**config.mk**
```make
export PLATFORM = sky130hd
export DESIGN_NAME = pipe_ctrl
export DESIGN_NICKNAME = d
export VERILOG_FILES = /design/src/rtl/pipe_ctrl_pkg.sv /design/src/rtl/pipe_ctrl_hazard_detect.sv /design/src/rtl/pipe_ctrl.sv
export SDC_FILE = /design/constraint.sdc
export NUM_CORES = 1
export LEC_CHECK = 0
export BUFFER_PORTS_ARGS = -buffer_cell sky130_fd_sc_hd__buf_2
export CAP_MARGIN = 30
export CELL_PAD_IN_SITES_DETAIL_PLACEMENT = 0
export CELL_PAD_IN_SITES_GLOBAL_PLACEMENT = 1
export CORE_UTILIZATION = 42
export CTS_CLUSTER_DIAMETER = 30
export CTS_CLUSTER_SIZE = 16
export DETAILED_ROUTE_END_ITERATION = 10
export PLACE_DENSITY_LB_ADDON = 0.3
export SLEW_MARGIN = 20
export SYNTH_ARGS = -nofsm -noshare
export SYNTH_HDL_FRONTEND = slang
export SYNTH_SLANG_ARGS = --single-unit
```
**constraint.sdc**
```tcl
create_clock -name clk -period 4.7 [get_ports clk]
set_input_delay 0 -clock clk [delete_from_list [all_inputs] [get_ports clk]]
set_output_delay 0 -clock clk [all_outputs]
set_load 0.02 [all_outputs]
```
**src/rtl/pipe_ctrl_pkg.sv**
```systemverilog
// ============================================================================
// Module      : pipe_ctrl_pkg
// Description : Shared state codes and stall encodings for the pipeline
//               controller.
// Revision    : 1.0 - initial release
// ============================================================================
`default_nettype none

package pipe_ctrl_pkg;

    typedef enum logic [1:0] {
        ST_RUN         = 2'd0,
        ST_LOAD_BUBBLE = 2'd1,
        ST_FLUSH_PEND  = 2'd2,
        ST_FLUSH_DONE  = 2'd3
    } state_t;

    // stall vector bits: 0 pc, 1 if, 2 id, 3 ex, 4 mem, 5 wb
    localparam logic [5:0] STALL_NONE    = 6'b000000;
    localparam logic [5:0] STALL_IF      = 6'b000011;
    localparam logic [5:0] STALL_LOADUSE = 6'b000111;
    localparam logic [5:0] STALL_MEM     = 6'b011111;

    localparam logic [9:0] WDOG_LIMIT = 10'd1023;

endpackage

`default_nettype wire

```
**src/rtl/pipe_ctrl_hazard_detect.sv**
```systemverilog
// ============================================================================
// Module      : hazard_detect
// Description : Combinational load-use hazard check between EX and ID.
// Revision    : 1.0 - initial release
// ============================================================================
`default_nettype none

module hazard_detect
    import pipe_ctrl_pkg::*;
(
    input  logic       i_ex_is_load,
    input  logic [4:0] i_ex_wd,
    input  logic       i_id_reg1_read,
    input  logic [4:0] i_id_reg1_addr,
    input  logic       i_id_reg2_read,
    input  logic [4:0] i_id_reg2_addr,
    output logic       o_load_use
);

    logic w_reg1_hit;
    logic w_reg2_hit;

    assign w_reg1_hit = i_id_reg1_read && (i_id_reg1_addr == i_ex_wd);
    assign w_reg2_hit = i_id_reg2_read && (i_id_reg2_addr == i_ex_wd);

    // x0 is hardwired zero, so a load targeting it never creates a dependency
    assign o_load_use = i_ex_is_load && (i_ex_wd != 5'd0) && (w_reg1_hit || w_reg2_hit);

endmodule

`default_nettype wire

```
**src/rtl/pipe_ctrl.sv**
```systemverilog
// ============================================================================
// Module      : pipe_ctrl
// Description : Pipeline hazard controller: stalls, branch flush, load-use
//               bubble, performance counters and memory-stall watchdog.
// Revision    : 1.0 - initial release
// ============================================================================
`default_nettype none

module pipe_ctrl
    import pipe_ctrl_pkg::*;
(
    input  logic        clk,
    input  logic        rst,
    input  logic        if_stall_req,
    input  logic        mem_stall_req,
    input  logic        ex_is_load,
    input  logic [4:0]  ex_wd,
    input  logic        id_reg1_read,
    input  logic        id_reg2_read,
    input  logic [4:0]  id_reg1_addr,
    input  logic [4:0]  id_reg2_addr,
    input  logic        ex_branch_taken,
    input  logic [31:0] ex_branch_target,
    output logic [5:0]  stall_o,
    output logic        last_load_o,
    output logic        flush_o,
    output logic [31:0] redirect_pc_o,
    output logic        hang_o,
    output logic [31:0] stall_cnt_o,
    output logic [15:0] flush_cnt_o
);

    state_t      r_state;
    state_t      w_next;
    logic [31:0] r_target;
    logic        r_br_block;
    logic [31:0] r_stall_cnt;
    logic [15:0] r_flush_cnt;
    logic [9:0]  r_wdog;
    logic        r_hang;

    logic        w_load_use;
    logic        w_branch;
    logic [5:0]  w_stall;
    logic        w_flush;
    logic [31:0] w_redir;
    logic        w_latch;

    hazard_detect u_hazard_detect (
        .i_ex_is_load   (ex_is_load),
        .i_ex_wd        (ex_wd),
        .i_id_reg1_read (id_reg1_read),
        .i_id_reg1_addr (id_reg1_addr),
        .i_id_reg2_read (id_reg2_read),
        .i_id_reg2_addr (id_reg2_addr),
        .o_load_use     (w_load_use)
    );

    // A branch held in EX across several cycles is one branch: after its
    // flush, further taken cycles are masked until the request drops.
    assign w_branch = ex_branch_taken && !r_br_block;

    always_comb begin
        w_next  = r_state;
        w_stall = STALL_NONE;
        w_flush = 1'b0;
        w_redir = 32'd0;
        w_latch = 1'b0;
        case (r_state)
            ST_RUN, ST_LOAD_BUBBLE: begin
                w_next = ST_RUN;
                if (mem_stall_req) begin
                    w_stall = STALL_MEM;
                    if (w_branch) begin
                        w_latch = 1'b1;
                        w_next  = ST_FLUSH_PEND;
                    end
                end else if (w_branch) begin
                    w_flush = 1'b1;
                    w_redir = ex_branch_target;
                    w_next  = ST_FLUSH_DONE;
                end else if (w_load_use) begin
                    w_stall = STALL_LOADUSE;
                    w_next  = ST_LOAD_BUBBLE;
                end else if (if_stall_req) begin
                    w_stall = STALL_IF;
                end
            end
            ST_FLUSH_PEND: begin
                if (mem_stall_req) begin
                    w_stall = STALL_MEM;
                end else begin
                    w_flush = 1'b1;
                    w_redir = r_target;
                    w_next  = ST_FLUSH_DONE;
                end
            end
            ST_FLUSH_DONE: begin
                // ID was just flushed, so any load-use match here is stale
                w_next = ST_RUN;
                if (mem_stall_req) begin
                    w_stall = STALL_MEM;
                end else if (if_stall_req) begin
                    w_stall = STALL_IF;
                end
            end
            default: begin
                w_next = ST_RUN;
            end
        endcase
    end

    always_ff @(posedge clk or negedge rst) begin
        if (!rst) begin
            r_state    <= ST_RUN;
            r_target   <= 32'd0;
            r_br_block <= 1'b0;
        end else begin
            r_state <= w_next;
            if (w_latch) begin
                r_target <= ex_branch_target;
            end
            if (w_flush) begin
                r_br_block <= 1'b1;
            end else if (!ex_branch_taken) begin
                r_br_block <= 1'b0;
            end
        end
    end

    always_ff @(posedge clk or negedge rst) begin
        if (!rst) begin
            r_stall_cnt <= 32'd0;
            r_flush_cnt <= 16'd0;
        end else begin
            if ((w_stall != STALL_NONE) && (r_stall_cnt != 32'hFFFF_FFFF)) begin
                r_stall_cnt <= r_stall_cnt + 32'd1;
            end
            if (w_flush) begin
                r_flush_cnt <= r_flush_cnt + 16'd1;
            end
        end
    end

    // hang sets on the same edge the consecutive-stall count reaches the limit
    always_ff @(posedge clk or negedge rst) begin
        if (!rst) begin
            r_wdog <= 10'd0;
            r_hang <= 1'b0;
        end else begin
            if (mem_stall_req) begin
                if (r_wdog != WDOG_LIMIT) begin
                    r_wdog <= r_wdog + 10'd1;
                end
                if (r_wdog == (WDOG_LIMIT - 10'd1)) begin
                    r_hang <= 1'b1;
                end
            end else begin
                r_wdog <= 10'd0;
            end
        end
    end

    // Combinational outputs are gated so reset silences them immediately
    assign stall_o       = rst ? w_stall : STALL_NONE;
    assign flush_o       = rst && w_flush;
    assign redirect_pc_o = rst ? w_redir : 32'd0;
    assign last_load_o   = rst && (r_state == ST_LOAD_BUBBLE);
    assign hang_o        = r_hang;
    assign stall_cnt_o   = r_stall_cnt;
    assign flush_cnt_o   = r_flush_cnt;

endmodule

`default_nettype wire

```
Yosys cells after proc, flatten, opt, wreduce, memory -nomap -nowiden --
Index checks and enable logic that the tools add are counted.
Storage, ports and cells: register bits 94, input bits 55, output and inout port bits 89, word-level logic and storage cells 65
Operators by class: $add $sub $neg 3, equality and inequality tests 11, muxes and demuxes 29, reductions and logical operators 15
Operator list (count):
- 32-bit 2-to-1 mux | 4
- 32-bit case mux with 2 select lines | 1
- 32-bit by 1-bit adder with 32-bit output (second input constant) | 1
- 32-bit inequality test (second input constant) | 1
- 10-bit 2-to-1 mux | 2
- 6-bit case mux with 3 select lines | 1
- 16-bit by 1-bit adder with 16-bit output (second input constant) | 1
- 5-bit 2-to-1 mux | 3
- 10-bit by 1-bit adder with 10-bit output (second input constant) | 1
- 10-bit == test (second input constant) | 1
- 5-bit == test | 2
- 2-bit 2-to-1 mux | 5
- 10-bit inequality test (second input constant) | 1
- 1-bit logical AND | 8
- 1-bit 2-to-1 mux | 8
- 3-bit 2-to-1 mux | 2
- 6-bit 2-to-1 mux | 1
- 2-bit case mux with 3 select lines | 1
- 6-bit nonzero test | 1
- 5-bit nonzero test | 1
- 2-bit == test (second input constant) | 2
- 2-bit by 1-bit inequality test with 1-bit output (second input constant) | 2
- 2-bit by 1-bit == test with 1-bit output (second input constant) | 1
- 2-bit logical NOT | 1
- other kinds (6) | 6

Logic depth before layout (Yosys ltp) --
Gate-level depths: netlist (run 1).
depth after elaboration 10, gate-level depth with buffers 9, gate-level depth less buffers 7

Hierarchy --
Synthesis (run 1) repeated with hierarchy kept, for this count alone.
Second synthesis, totals: cells, all modules 441, area total of the unflattened synthesis 4763.3 sq um
By module, submodules not included:
- pipe_ctrl | instances 1, cells an instance 424, area each 4629.4 sq um, seq. area each 2352.3 sq um
- hazard_detect | instances 1, cells an instance 17, area each 133.9 sq um, seq. area each 0.0 sq um

Least setup slack after synthesis (run 1) --
OpenSTA, ideal clock, no wires.
path kind register to register, start register r_stall_cnt[15], in the netlist stall_cnt_o[15], end register r_stall_cnt[28], in the netlist stall_cnt_o[28], setup time 0.080 ns, arrival time 1.924 ns, required time 4.620 ns, slack 2.697 ns, cell stages (with the launch flop) 8, buffers on the path 0, period minus slack after synthesis 2.003 ns, cell sequence dfrtp_1 -> and4_4 -> nand2b_2 -> nor4_4 -> nand3_2 -> or3b_4 -> nor3_2 -> xor2_1
Between the ends: cells in the longest elaborated chain, start to end 2, elaborated cells on any way between the ends 3, classes of those cells add/sub (1); eq/ne (1); reduce/logical (1)
Ends and longest elaborated chain:
- start: declaration | RTL line pipe_ctrl.sv:37 | logic [31:0] r_stall_cnt;
- start signal: assignment | RTL line pipe_ctrl.sv:137 | r_stall_cnt <= r_stall_cnt + 32'd1;
- parallel branches: the longest is 2 deep, another holds 32-bit by 1-bit adder with 32-bit output
Parallel ways; which one is timed is not known. A chain may end at the register's enable or synchronous reset.

Worst setup path after layout (run 1) --
start input rst, end output stall_o[0]
Between the ends: cells in the longest elaborated chain, start to end 1
Ends and longest elaborated chain:
- start: declaration | RTL line pipe_ctrl.sv:13 | input logic rst,
- 6-bit 2-to-1 mux | RTL line pipe_ctrl.sv:165 | assign stall_o = rst ? w_stall : STALL_NONE;
- end: declaration | RTL line pipe_ctrl.sv:24 | output logic [5:0] stall_o,
No other way between the ends.

==> results.json, run 1 <==
{
  "outcome": "complete, no violations",
  "cp.arrival_ps": 2240,
  "clockBufferDepth": 2,
  "cts_resized": 0,
  "area_growth_syn_to_layout_pct": 30.3,
  "clk_pin_slew_ps": 90,
  "r2r_setup_slack_ps": 2530,
  "grt_pass1_wl_um": 17900,
  "gr-total-overflow": 0,
  "cts_tree": "built",
  "synth.avg_cell_area_um2": 10.8,
  "htree_levels": 3,
  "coreArea_mm2": 0.0108,
  "ys_top_cells_by_area": "dfrtp_1, xnor2_1, mux2_2, a22oi_1, nor2_1",
  "syn-instance-count": 433,
  "io_buffers": 142,
  "worst_slew_pin_slew_ps": 818,
  "maxClockFrequency_ghz": 0.447,
  "final_hold_viol_count": 0,
  "avgRoutedWirePerCell_um": 14.8,
  "synth_area_mm2": 0.00466,
  "rsz0062_at_grt": "false",
  "slew_headroom_pct": 45.5,
  "reg2reg_depth": 7,
  "dr_total_vias": 3848,
  "worst-setup-path-type": "input port to primary output",
  "wl_um": 11100,
  "drc": 0,
  "first_iter_violations": 234,
  "drive_above_1_share_pct": 34.6,
  "synth-edff-count": 0,
  "drtPass1Iterations": 5,
  "clock_sinks": 94,
  "layout_setup_ws_ps": 2460,
  "layout_common_cells": "buf_2, dfrtp_1, nor2_1",
  "syn_nets": 492,
  "grt_pass1_vias": 3659,
  "rr_endpoint": "flush_cnt_o[9]",
  "post_cts_buffers": 0,
  "synth_top_cell_by_area": "dfrtp_1",
  "cp.required_ps": 4700,
  "ctsHoldBuffers": 35,
  "grt_max_degree": 68,
  "report.final.slew_viol_count": 0,
  "die_w_um": 107,
  "yosys.area.top_type_share_pct": 50.5,
  "die_area_mm2": 0.0115,
  "seq_area_frac_synth_pct": 50.5,
  "ys_types": 47,
  "power.density_mw_per_mm2": 422,
  "wl_met3_um": 667,
  "grtUsageTotal_pct": 20.0,
  "layout_commonest_cell": "buf_2",
  "final_cells": 752,
  "endpoint_kind": "primary output",
  "io_pins": 144,
  "clock-skew-final_ps": 12.3,
  "drv_cap": 0,
  "synth_flop_cell": "dfrtp_1",
  "cts_root_buf": "clkbuf_8",
  "yosysWarningCount": 0,
  "dp_slack_ps": 2510,
  "diodes": 0,
  "ir_drop_mv": 0.237,
  "hold_end": "r_state[0]",
  "nets": 666,
  "place_inst": 701,
  "antenna_found_initial": 0,
  "synth_seq_cells": 94,
  "initial_core_util_pct": 43.0,
  "setup_tns_ps": 0,
  "cts_buffers": 9,
  "hold_start": "ex_is_load",
  "cp_max_fo": 67,
  "synthArstFlopShare_pct": 100,
  "wl_met2_um": 5370,
  "gp_congestion": 0.758,
  "finalSetupViolations": 0,
  "ant_nets": 0,
  "dp_hpwl_um": 7550,
  "dieHeight_um": 107,
  "period_needed_ps": 2240,
  "hp-class": "input port to flop",
  "fp-row-count": 38,
  "drt-met1-wl_um": 4940,
  "vias_per_cell": 5.12,
  "worstSetupStartpointType": "input port",
  "p_leak_uw": 0.00292,
  "timing.final.crit_share_pct": 47.6,
  "clk_latency_ps": 360,
  "whs_path_depth": 4,
  "highest_layer": "met4",
  "rr_startpoint": "r_br_block"
}
synthesized netlist by cell type, types with 2 or more instances:
| cell type | instances |
|---|---|
| inv_1 | 7 |
| nand2b_1 | 5 |
| o21ai_0 | 3 |
| a31oi_1 | 3 |
| nand3_1 | 25 |
| xnor2_1 | 46 |
| and3_1 | 8 |
| buf_4 | 3 |
| buf_1 | 3 |
| and2_1 | 4 |
| a21o_1 | 2 |
| nand4_1 | 20 |
| nor3_1 | 12 |
| nor3b_1 | 3 |
| nor2_1 | 50 |
| mux2_2 | 34 |
| a21oi_1 | 2 |
| a22oi_1 | 32 |
| xor2_1 | 13 |
| ha_1 | 4 |
| nand2_1 | 23 |
| and4_1 | 2 |
| buf_6 | 2 |
| clkbuf_1 | 7 |
| buf_2 | 5 |
| dfrtp_1 | 94 |
layout make-up:
type | instances | area, µm²
clock inverter | 7 | 88.8
fill | 959 | 4770
tap | 140 | 175
clock buffer | 9 | 124
timing repair buffer | 183 | 1120
inverter | 8 | 30.0
multi-input combinational | 311 | 2180
sequential | 94 | 2350
cells by family (layout without fill, tap and decap cells):
group	Yosys count	in the layout	share of synthesized area [%]
AO/OA/AOI/OAI	50	50	8.03
XOR/XNOR	59	59	11.1
adder cells (fa/ha/maj)	4	4	1.07
buffers and inverters	28	207	2.95
flip-flops	94	94	50.5
multiplexers	34	34	8.22
other	1	1	0.0805
AND/OR/NAND/NOR	163	163	18.1
power breakdown:
part           switching, µW  internal, µW  total, µW
sequential               156          1020       1170
combinational            439           370        809
clock                    282           297        579
flip-flops by register name, indices dropped and copies added, names as in the netlist:
| name | cells |
|---|---|
| stall_cnt_o | 32 |
| flush_cnt_o | 16 |
| r_target | 32 |
| r_br_block | 1 |
| hang_o | 1 |
| r_state | 2 |
| r_wdog | 10 |
metrics by stage:
step / utilization, % / hold slack [ps] / power (µW) / instance area, µm²
3_5_place_dp: 50.8 / -26.7 / 1980 / 5510
4_1_cts: 56.0 / 37.3 / 2590 / 6070
3_3_place_gp: 50.7 / -33.6 / 1940 / 5490
2_1_floorplan: - / -296 / 1720 / 4660
6_report: 56.0 / 57.7 / 2560 / 6070
5_1_grt: 56.0 / 95.3 / 2730 / 6070
worst max-delay path by stage:
stage                          from               to  slack, ps
finish                          rst       stall_o[0]       2460
global placement         r_br_block   flush_cnt_o[9]       2590
global route                    rst       stall_o[2]       2210
detailed placement       r_br_block   flush_cnt_o[9]       2510
floorplan           stall_cnt_o[15]  stall_cnt_o[28]       2700
CTS                             rst       stall_o[0]       2370
layer usage:
metal | vias to the layer above | GRT usage, %
met2 | 104 | 32.9
met5 | - | 0
li1 | 1870 | -
met1 | 1860 | 25.5
met4 | 0 | 6.95
met3 | 14 | 5.08
worst max-delay path: stages:
cell	delay, ps
dlygate4sd3_1	520
buf_4	380
buf_4	750
nor2b_1	320
buf_2	230
No activity file was read; power rests on OpenSTA's default activity.
==> run 2: changes to the inputs <==
Settings changed: CORE_UTILIZATION 42 to 35.
Clock period 4.7 ns to 2 ns, I/O delays scaled along.
==> run 2 against run 1 <==
Utilization shrank 4.7 points. Critical path depth is 2 higher. Final cell count rose by 9.2%. Hold slack got worse by 47 ps. Non-clock buffer count up 37. Combinational power grew to 2.7 times the previous value. Sequential cell count is the same. Critical endpoint is now flush_cnt_o[9]. Largest cell class unchanged. Highest routed layer unchanged.
==> results.json, run 2 (synthesis gave the netlist of run 1 again) <==
{
  "diodes": 0,
  "htree_levels": 3,
  "worst_slew_pin_slew_ps": 598,
  "hold_start": "mem_stall_req",
  "cp_max_fo": 6,
  "drc": 0,
  "coreArea_mm2": 0.0128,
  "ir_drop_mv": 0.731,
  "power.density_mw_per_mm2": 1020,
  "cts_buffers": 9,
  "final_cells": 821,
  "grt_max_degree": 49,
  "grt_pass1_wl_um": 19800,
  "wl_um": 12000,
  "nets": 703,
  "r2r_setup_slack_ps": 60,
  "endpoint_kind": "flop",
  "hold_ws_ps": 10.8,
  "clock-skew-final_ps": 5.51,
  "timing.final.crit_share_pct": 97.1,
  "use_met3_pct": 3.26,
  "rr_startpoint": "r_br_block",
  "crit_chain": "nand2b_4 > mux2_4 > nor2_2 > and4_1 > and2_1 > nand4_1 > xnor2_1",
  "cpMaxStageDelayCell": "dfrtp_1",
  "cts_root_buf": "clkbuf_16",
  "clockBufferDepth": 2,
  "drive_above_1_share_pct": 39.8,
  "initial_core_util_pct": 36.3,
  "cts_tree": "built",
  "gp_congestion": 0.808,
  "fp-row-count": 41,
  "fillerInstances": 1182,
  "gr-total-overflow": 0,
  "area_growth_syn_to_layout_pct": 41.2,
  "antenna_found_initial": 0,
  "hp-class": "input port to flop",
  "worst-setup-path-type": "flop to flop",
  "report.final.slew_viol_count": 0,
  "cp.arrival_ps": 2170,
  "whs_path_depth": 2,
  "clk_pin_slew_ps": 70,
  "grt.busiest_layer": "met2",
  "first_iter_violations": 184,
  "hold_end": "r_state[0]",
  "maxClockFrequency_ghz": 0.515,
  "dp_hpwl_um": 8400,
  "layout_commonest_cell": "buf_2",
  "worstSetupStartpointType": "flop",
  "grtUsageTotal_pct": 18.0,
  "reg2reg_depth": 7,
  "vias_per_cell": 4.86,
  "drv_cap": 0,
  "dp_slack_ps": 18.5,
  "finalSetupViolations": 0,
  "outcome": "complete, no violations",
  "critical_path.max_stage_delay_ps": 380,
  "cp.required_ps": 2230,
  "p_leak_uw": 0.00318,
  "slew_headroom_pct": 60.1,
  "die_w_um": 117,
  "io_buffers": 142,
  "met1_usage_pct": 24.6,
  "critPathLaunch": "r_br_block",
  "clock_sinks": 94,
  "rsz0062_at_grt": "true",
  "place_inst": 766,
  "drtPass1Iterations": 4,
  "final_hold_viol_count": 0,
  "rr_endpoint": "flush_cnt_o[9]",
  "dr_total_vias": 3989,
  "clk_latency_ps": 340,
  "met2_usage_pct": 28.3,
  "avgRoutedWirePerCell_um": 14.6,
  "die_area_mm2": 0.0138,
  "grt_pass1_vias": 3918,
  "ant_nets": 0,
  "dieHeight_um": 117,
  "io_pins": 144,
  "layout_setup_ws_ps": 57.2,
  "layout_common_cells": "buf_2, dfrtp_1, nor2_1",
  "period_needed_ps": 1940
}
[run 2: changes by cell type in the layout (fill, tap and decap cells not counted), sizes merged]
cell / change
buf: +38
bufinv: -1
clkbuf: +3
clkinv: -3
clkinvlp: +1
dlygate4sd3: -1
[run 2: per-stage QoR]
stage	TNS, ps	total power [µW]	instance area (µm²)	util (%)
6_report	0	6740	6580	51.3
5_1_grt	-94.4	7130	6580	51.3
4_1_cts	0	6740	6490	50.6
3_5_place_dp	0	4820	5800	45.2
3_3_place_gp	0	4760	5800	45.2
2_1_floorplan	0	4040	4660	-
[run 2: metal layers]
layer,vias to the layer above,share of wire (%)
met4,0,1.4
met5,-,0
met3,10,4.6
met1,1914,47
met2,126,47
li1,1939,-
[run 2: final cells by class]
class | instances | area, µm² | share of cell area (%)
tap | 172 | 215 | 3.27
inverter | 8 | 30.0 | 0.456
multi-input combinational | 311 | 2240 | 34.1
clock buffer | 12 | 256 | 3.90
clock inverter | 4 | 55.1 | 0.837
timing repair buffer | 220 | 1420 | 21.6
sequential | 94 | 2360 | 35.8
[run 2: critical path, delay by kind of cell, from the launching register on]
family	cells	cell delay [ps]
multiplexers	1	290
AND/OR/NAND/NOR	5	1000
flip-flops	1	380
XOR/XNOR	1	150
[run 2: report_power, final]
part | switching (µW) | internal [µW]
clock | 738 | 1040
combinational | 1130 | 1090
sequential | 346 | 2400
total | 2210 | 4530
[run 2: worst max-delay path by stage]
stage,cells after the start,end
global placement,9,stall_cnt_o[25]
CTS,7,stall_cnt_o[26]
global route,7,flush_cnt_o[9]
detailed placement,7,flush_cnt_o[9]
finish,7,flush_cnt_o[9]
floorplan,7,stall_cnt_o[28]
[run 2: repair_timing]
item / in CTS / in global routing
gates cloned: 0 / 0
resized for setup: 4 / 17
setup endpoints to repair: 2 / 32
setup buffers: 3 / 2
hold buffers: 34 / 0
endpoints found under the hold margin: 79 / 0
pin swaps: 1 / 4
==> run 3: changes to the inputs <==
Settings changed: CORE_UTILIZATION 35 to 42.
Clock period 2 ns to 2.36 ns, I/O delays scaled along.
==> run 3 against run 2 <==
Setup slack gained 210 ps. Register-to-register slack gained 210 ps. Sequential share of layout area up 2.9 points. Largest cell class unchanged. Global-route usage grew 2.2 points. Non-clock buffer count down 31. Critical path depth did not move. Routed wire length decreased by 8.0%. Maximum frequency decreased by 7.0%. Design area decreased by 7.8%. Hold slack gained 39 ps. Sequential cell count is the same.
==> results.json, run 3 (synthesis gave the netlist of run 1 again) <==
{
  "outcome": "complete, no violations",
  "initial_core_util_pct": 43.0,
  "wl_um": 11100,
  "drc": 0,
  "clk_pin_slew_ps": 90,
  "area_growth_syn_to_layout_pct": 30.3,
  "slew_headroom_pct": 59.8,
  "grt_max_degree": 48,
  "io_buffers": 142,
  "cp_max_fo": 9,
  "grt_pass1_wl_um": 18300,
  "ir_drop_mv": 0.612,
  "ant_nets": 0,
  "final_core_util_pct": 56.0,
  "drv_cap": 0,
  "final_cells": 757,
  "crit_chain": "and4_4 > nand2b_2 > nor4_4 > nand3_2 > o21bai_2 > nor3_1 > xor2_1",
  "first_iter_violations": 219,
  "timing.final.crit_share_pct": 88.5,
  "die_w_um": 107,
  "worst-setup-path-type": "flop to flop",
  "layout_commonest_cell": "buf_2",
  "worstSetupStartpointType": "flop",
  "cpMaxStageDelayCell": "dfrtp_1",
  "fin_area_mm2": 0.00607,
  "period_needed_ps": 2090,
  "rr_startpoint": "stall_cnt_o[15]",
  "rr_endpoint": "stall_cnt_o[20]",
  "clock-skew-final_ps": 12.6,
  "critical_path.max_stage_delay_ps": 460,
  "power.density_mw_per_mm2": 815,
  "cp.arrival_ps": 2330,
  "r2r_setup_slack_ps": 270,
  "finalSetupViolations": 0,
  "final_hold_viol_count": 0,
  "gp_congestion": 0.782,
  "cts_resized": 0,
  "clock_sinks": 94,
  "rsz0062_at_grt": "false",
  "p_leak_uw": 0.00293,
  "setup_tns_ps": 0,
  "die_area_mm2": 0.0115,
  "dpl_cell_area_mm2": 0.00555,
  "dieHeight_um": 107,
  "clockBufferDepth": 2,
  "dp_hpwl_um": 7720,
  "worst_slew_pin_slew_ps": 603,
  "layout_common_cells": "buf_2, dfrtp_1, nor2_1",
  "antenna_found_initial": 0,
  "hold_ws_ps": 50.2,
  "htree_levels": 3,
  "endpoint_kind": "flop",
  "cts_buffers": 9,
  "hp-class": "input port to asynchronous set/reset pin",
  "fillerInstances": 950,
  "reg2reg_depth": 7,
  "gr-total-overflow": 0,
  "clk_latency_ps": 370,
  "fp-row-count": 38,
  "cts_tree": "built",
  "report.final.slew_viol_count": 0,
  "cp.required_ps": 2600,
  "post_cts_buffers": 0,
  "grtUsageTotal_pct": 20.3,
  "drtPass1Iterations": 4,
  "coreArea_mm2": 0.0108,
  "vias_per_cell": 5.09,
  "grt_pass1_vias": 3711,
  "place_inst": 707,
  "diodes": 0,
  "nets": 672,
  "drive_above_1_share_pct": 35.2,
  "cts_root_buf": "clkbuf_8",
  "io_pins": 144,
  "dr_total_vias": 3852,
  "maxClockFrequency_ghz": 0.479,
  "avgRoutedWirePerCell_um": 14.6
}
run 3: cell types whose count changed in the layout (fill, tap and decap cells not counted), sizes merged:
cell	previous run	this run
buf	186	154
clkinv	3	4
dlygate4sd3	34	35
bufinv	1	0
clkbuf	12	11
run 3: report_power, final:
group | internal [µW] | switching (µW)
combinational | 752 | 876
clock | 430 | 558
sequential | 2030 | 305
total | 3210 | 1740
run 3: cell type report:
class / count / area, µm² / area share (%)
Clock buffer: 11 / 151 / 2.49
Inverter: 8 / 30.0 / 0.495
Timing Repair Buffer: 189 / 1150 / 19.0
Clock inverter: 4 / 22.5 / 0.371
Sequential cell: 94 / 2350 / 38.8
Tap cell: 140 / 175 / 2.89
Multi-Input combinational cell: 311 / 2180 / 36.0
run 3: worst max path at each step:
stage,start,endpoint,slack [ps],cells after the start
2_1_floorplan,stall_cnt_o[15],stall_cnt_o[28],360,7
4_1_cts,stall_cnt_o[15],stall_cnt_o[29],250,7
3_3_place_gp,stall_cnt_o[15],stall_cnt_o[29],310,7
5_1_grt,r_state[1],stall_cnt_o[25],80,5
3_5_place_dp,stall_cnt_o[15],stall_cnt_o[29],280,7
6_report,stall_cnt_o[15],stall_cnt_o[20],270,7
run 3: repair_timing:
action / CTS / global route
hold endpoints to repair: 82 / 0
setup endpoints to repair: 0 / 0
hold buffers: 35 / 0
run 3: stage by stage:
step,power [µW],setup WS (ps)
after floorplan,3430,357
after global placement,3900,311
after detailed placement,3960,276
after CTS,4990,254
after global routing,5290,80.9
final,4950,271
run 3: per-layer routing:
metal	vias up	global-route usage [%]	wire, µm
li1	1875	-	-
met1	1869	27.3	5040
met2	97	32.2	5220
met3	11	5.21	638
met4	0	5.97	148
met5	-	0	0
run 3: worst max-delay path, delay by kind of cell, from the launching register on:
family          cells  cell delay, ps
compound gates      1             400
simple gates        5             940
xor+xnor            1             160
flops               1             460
